**src/rtl/fetch_unit.sv**
```systemverilog
// Instruction fetch unit: issues one imem request at a time, holds the fetched
// instruction for IF/ID, and handles branch redirects, stalls and in-flight drains.
module fetch_unit #(
  parameter logic [31:0] RESET_PC = 32'h0000_0000
) (
  input  logic        clk_i,
  input  logic        rst_i,
  input  logic        start_i,
  input  logic        stall_i,
  input  logic        MemStall_in,
  input  logic        branch_i,
  input  logic [31:0] branch_target_i,
  output logic        imem_req_o,
  output logic [31:0] imem_addr_o,
  input  logic        imem_ack_i,
  input  logic [31:0] imem_data_i,
  output logic [31:0] instr_o,
  output logic [31:0] PC_o,
  output logic        valid_o,
  output logic        flush_o
);

  localparam int unsigned XLEN = 32;

  typedef enum logic [1:0] {IDLE, REQ, HOLD, DRAIN} state_e;

  state_e            state_q, state_d;
  logic [XLEN-1:0]   pc_q, pc_d;
  logic [XLEN-1:0]   addr_q, addr_d;
  logic              req_q, req_d;
  logic [XLEN-1:0]   instr_q, instr_d;
  logic [XLEN-1:0]   pc_out_q, pc_out_d;
  logic              valid_q, valid_d;
  logic              advance_c;
  logic              redirect_c;

  assign advance_c  = !stall_i && !MemStall_in;
  assign redirect_c = branch_i && !MemStall_in;

  // Next-state logic; redirect outranks ack capture, which outranks advance.
  always_comb begin
    state_d  = state_q;
    pc_d     = pc_q;
    instr_d  = instr_q;
    pc_out_d = pc_out_q;
    valid_d  = valid_q;

    unique case (state_q)
      IDLE: begin
        if (redirect_c) begin
          pc_d = branch_target_i;
        end else if (start_i) begin
          state_d = REQ;
        end
      end
      REQ: begin
        if (redirect_c) begin
          pc_d    = branch_target_i;
          state_d = imem_ack_i ? REQ : DRAIN;
        end else if (imem_ack_i) begin
          instr_d  = imem_data_i;
          pc_out_d = pc_q;
          valid_d  = 1'b1;
          pc_d     = pc_q + XLEN'(4);
          state_d  = HOLD;
        end
      end
      HOLD: begin
        if (redirect_c) begin
          pc_d    = branch_target_i;
          state_d = REQ;
        end else if (advance_c) begin
          valid_d = 1'b0;
          instr_d = '0;
          state_d = REQ;
        end
      end
      DRAIN: begin
        // The old request completes here; its data is dropped.
        if (redirect_c) begin
          pc_d = branch_target_i;
        end
        if (imem_ack_i) begin
          state_d = REQ;
        end
      end
      default: state_d = IDLE;
    endcase

    if (redirect_c) begin
      valid_d = 1'b0;
      instr_d = '0;
    end
  end

  // Request address follows PC only when (re)entering REQ, so it is frozen through DRAIN.
  always_comb begin
    req_d  = (state_d == REQ) || (state_d == DRAIN);
    addr_d = (state_d == REQ) ? pc_d : addr_q;
  end

  always_ff @(posedge clk_i) begin
    if (!rst_i) begin
      state_q  <= IDLE;
      pc_q     <= RESET_PC;
      addr_q   <= RESET_PC;
      req_q    <= 1'b0;
      instr_q  <= '0;
      pc_out_q <= '0;
      valid_q  <= 1'b0;
    end else begin
      state_q  <= state_d;
      pc_q     <= pc_d;
      addr_q   <= addr_d;
      req_q    <= req_d;
      instr_q  <= instr_d;
      pc_out_q <= pc_out_d;
      valid_q  <= valid_d;
    end
  end

  assign imem_req_o  = req_q;
  assign imem_addr_o = addr_q;
  assign instr_o     = instr_q;
  assign PC_o        = pc_out_q;
  assign valid_o     = valid_q;
  assign flush_o     = redirect_c;

endmodule

```
**config.mk**
```make
export PLATFORM = sky130hd
export DESIGN_NAME = fetch_unit
export DESIGN_NICKNAME = d
export VERILOG_FILES = /design/src/rtl/fetch_unit.sv
export SDC_FILE = /design/constraint.sdc
export NUM_CORES = 1
export LEC_CHECK = 0
export ABC_AREA = 1
export CORE_UTILIZATION = 40
export DETAILED_ROUTE_END_ITERATION = 10
export GPL_TIMING_DRIVEN = 0
export PLACE_DENSITY_LB_ADDON = 0.05
export SLEW_MARGIN = 20
export SYNTH_ARGS = -nofsm -noshare
export SYNTH_HDL_FRONTEND = slang
export SYNTH_SLANG_ARGS = --single-unit
```
**constraint.sdc**
```tcl
create_clock -name clk_i -period 2 [get_ports clk_i]
set_input_delay 0.6 -clock clk_i [delete_from_list [all_inputs] [get_ports clk_i]]
set_output_delay 0.6 -clock clk_i [all_outputs]
set_load 0.01 [all_outputs]
```
==> impl_metrics.py <==
metrics = {
    "worst_setup_path": {
        "crit_fanout": 10,
        "worst-path-stages": 7,
        "slowest_delay_ps": 240,
        "critPathKind": "input pin to output pin",
        "cp-start-kind": "input pin",
        "required_ps": 1400,
        "critPathArrivalTime_ps": 1370,
        "cp_slowest_cell": "dlygate4sd2_1",
        "path_buf_inv": 6,
        "crit_chain": "dlygate4sd2_1, inv_2, nand2_4, inv_6, buf_8, buf_8, buf_6",
        "critPathTopFamily": "buffers and inverters",
        "cp-end-kind": "output pin",
        "crit_top_cell": "buf_8",
        "r2r_cells": 11,
    },
    "sta": {
        "period_minus_slack_ps": 1970,
        "setup_violations": 0,
        "hold_viol_final": 0,
        "period_share": 0.985,
        "fmax_mhz": 508,
        "fin_worst_skew_ps": 9.44,
        "fin_ws_ps": 30.1,
        "grt_setup_unrepaired": "false",
        "slew_viol_final": 0,
        "slew_headroom": 0.582,
        "tightest_slew_ps": 624,
    },
    "yosys": {
        "ys_seq_area_frac": 0.443,
        "yosysUniqueCellTypes": 30,
        "syn-num-nets": 927,
        "ys_ff_latch": 131,
        "synth_edf_count": 0,
        "postSynthCellCount": 855,
        "yosysWarnings": 0,
        "ys.flop_type": "dfxtp_1",
        "syn_area_per_cell_um2": 6.92,
        "yosys-top-cells-area": "dfxtp_1 (44%), nand2_1 (12%), nand3_1 (8.7%)",
        "async_reset_ff_frac": 0,
        "ys_top_cells_by_count": "nand2_1 (192), dfxtp_1 (131), nand3_1 (103)",
        "yosys.area.top_type": "dfxtp_1",
        "synth.top_cell.area_share": 0.443,
        "synth_area_mm2": 0.00592,
        "yosysMostFrequentCell": "nand2_1",
    },
    "global_routing": {
        "antenna_found_initial": 0,
        "gr-total-overflow": 0,
        "grt_start_max_net_pins": 17,
        "grt.total_usage": 0.244,
        "grt_pass1_wl_um": 28000,
        "grt_pass1_vias": 5483,
    },
    "place": {
        "dpl.hpwl_um": 14000,
        "place_inst": 1207,
        "place_congestion": 0.924,
        "io_buffers": 168,
        "place_ws_ps": -1040,
    },
    "clock_tree": {
        "cts_num_sinks": 131,
        "cts.htree.levels": 4,
        "cts_buffers": 17,
        "clk_latency_ps": 410,
        "path_clk_slew_ps": 60,
        "clockBufferDepth": 2,
        "cts_root_buffer": "clkbuf_16",
        "cts_tree": "yes",
    },
    "die": {
        "fp.dieArea_mm2": 0.0153,
        "die_h_um": 124,
        "rows": 44,
        "core_area_mm2": 0.0145,
        "initial_utilization": 0.409,
        "io_pins": 170,
        "dieWidth_um": 124,
    },
    "drt": {
        "dr.pass1.iters": 5,
        "routedWlPerCell_um": 15.0,
        "antenna_left": 0,
        "drc": 0,
        "routed_via_density": 4.96,
        "drt-initial-drc-count": 354,
        "wl_um": 18600,
        "vias": 6164,
    },
    "power": {
        "power_leakage_nw": 3.37,
        "irDropWorstVdd_uv": 745,
        "power_density_mw_per_mm2": 864,
    },
    "hold_path": {
        "min_path_type": "flip-flop to flip-flop",
        "min_path_cells": 2,
    },
    "job": {
        "maxCapViolCount": 0,
    },
    "finish": {
        "fin_nets": 1118,
        "fin_util": 0.584,
        "diodes": 0,
        "final_cells": 1242,
        "drive_above_1_share": 0.0926,
        "area_growth_pct": 43.0,
    },
    "outcome": {
        "outcome": "finished, final reports clean",
    },
}
==> final cells by class <==
| cell class | count | area [µm²] |
|---|---|---|
| Buffer | 45 | 249 |
| Clock buffer | 21 | 440 |
| Clock inverter | 10 | 111 |
| Fill cell | 1417 | 6020 |
| Inverter | 98 | 373 |
| Multi-Input combinational cell | 581 | 2720 |
| Sequential cell | 131 | 2630 |
| Tap cell | 184 | 230 |
| Timing Repair Buffer | 172 | 1710 |
==> per-stage QoR <==
stage               cell area [µm²]  power [mW]  hold slack, ps  setup TNS [ps]
floorplan                      5920        3.69             440               0
global placement               7830        4.39             448          -42000
detailed placement             7830        4.39             452          -43780
CTS                            8420        7.35             461               0
global route                   8460        7.63             490               0
finish                         8460        7.31             461               0
==> per-layer routing <==
layer  global-route usage  routed length, µm  vias up
li1                     -                  -     3135
met1                0.296               8080     2821
met2                0.421               9050      186
met3               0.0549               1140       22
met4               0.0873                347        0
met5                    0                  0        -
==> cell families (layout without fill, tap and decap cells) <==
family	Yosys count	in the layout	share of synthesized area
xor+xnor	3	3	0.00444
fa+ha+maj	1	1	0.00211
compound gates	152	152	0.139
simple gates	425	425	0.311
buf+inv	143	346	0.100
flops	131	131	0.443
==> state kept, by name (all words and copies together) (netlist names) <==
register / cells
pc_q: 32
state_q: 2
PC_o: 32
imem_addr_o: 32
valid_o: 1
instr_o: 32
==> path summary, 6_finish.rpt <==
kind	from	end	slack [ps]
setup / recovery	MemStall_in	flush_o	30
hold / removal	pc_q[1]	PC_o[1]	460
setup reg to reg	pc_q[11]	imem_addr_o[26]	160
hold reg to reg	pc_q[1]	PC_o[1]	460
==> power breakdown <==
group | leakage (nW) | switching (mW) | total, mW | internal (mW)
combinational | 2.04 | 0.739 | 1.40 | 0.659
clock | 0.263 | 1.14 | 2.96 | 1.82
sequential | 1.07 | 0.132 | 2.95 | 2.82
total | 3.37 | 2.01 | 7.31 | 5.30
==> worst min-delay path, stage by stage (launching register included) <==
cell and delay, ps:
dfxtp_1 290, inv_1 60, a211oi_1 60
==> cell usage in the layout, fill, tap and decap left out, types with 3 or more instances in the layout <==
| cell type | netlist | routed |
|---|---|---|
| nand2_1 | 192 | 192 |
| a21oi_1 | 83 | 82 |
| clkinvlp_4 | 0 | 3 |
| buf_4 | 5 | 9 |
| buf_6 | 3 | 4 |
| clkbuf_1 | 21 | 24 |
| inv_1 | 93 | 91 |
| clkinv_2 | 0 | 4 |
| nor2_1 | 91 | 89 |
| a21oi_2 | 10 | 11 |
| xor2_1 | 3 | 3 |
| nand3_1 | 103 | 103 |
| clkdlybuf4s50_1 | 0 | 165 |
| nand4_1 | 15 | 15 |
| o21ai_0 | 51 | 51 |
| clkbuf_16 | 0 | 17 |
| dfxtp_2 | 0 | 3 |
| inv_2 | 5 | 6 |
| or2_2 | 8 | 8 |
| nor2_4 | 4 | 5 |
| nor2_2 | 3 | 4 |
| buf_2 | 13 | 12 |
| nor3_1 | 5 | 5 |
| dfxtp_1 | 131 | 128 |
==> what timing repair did <==
item	in CTS	in global routing
buffers inserted	2	2
hold buffers	0	0
endpoints found under the setup margin	45	20
pin swaps	0	1
resized for setup	19	10
Power figures use the tool's default switching activity.
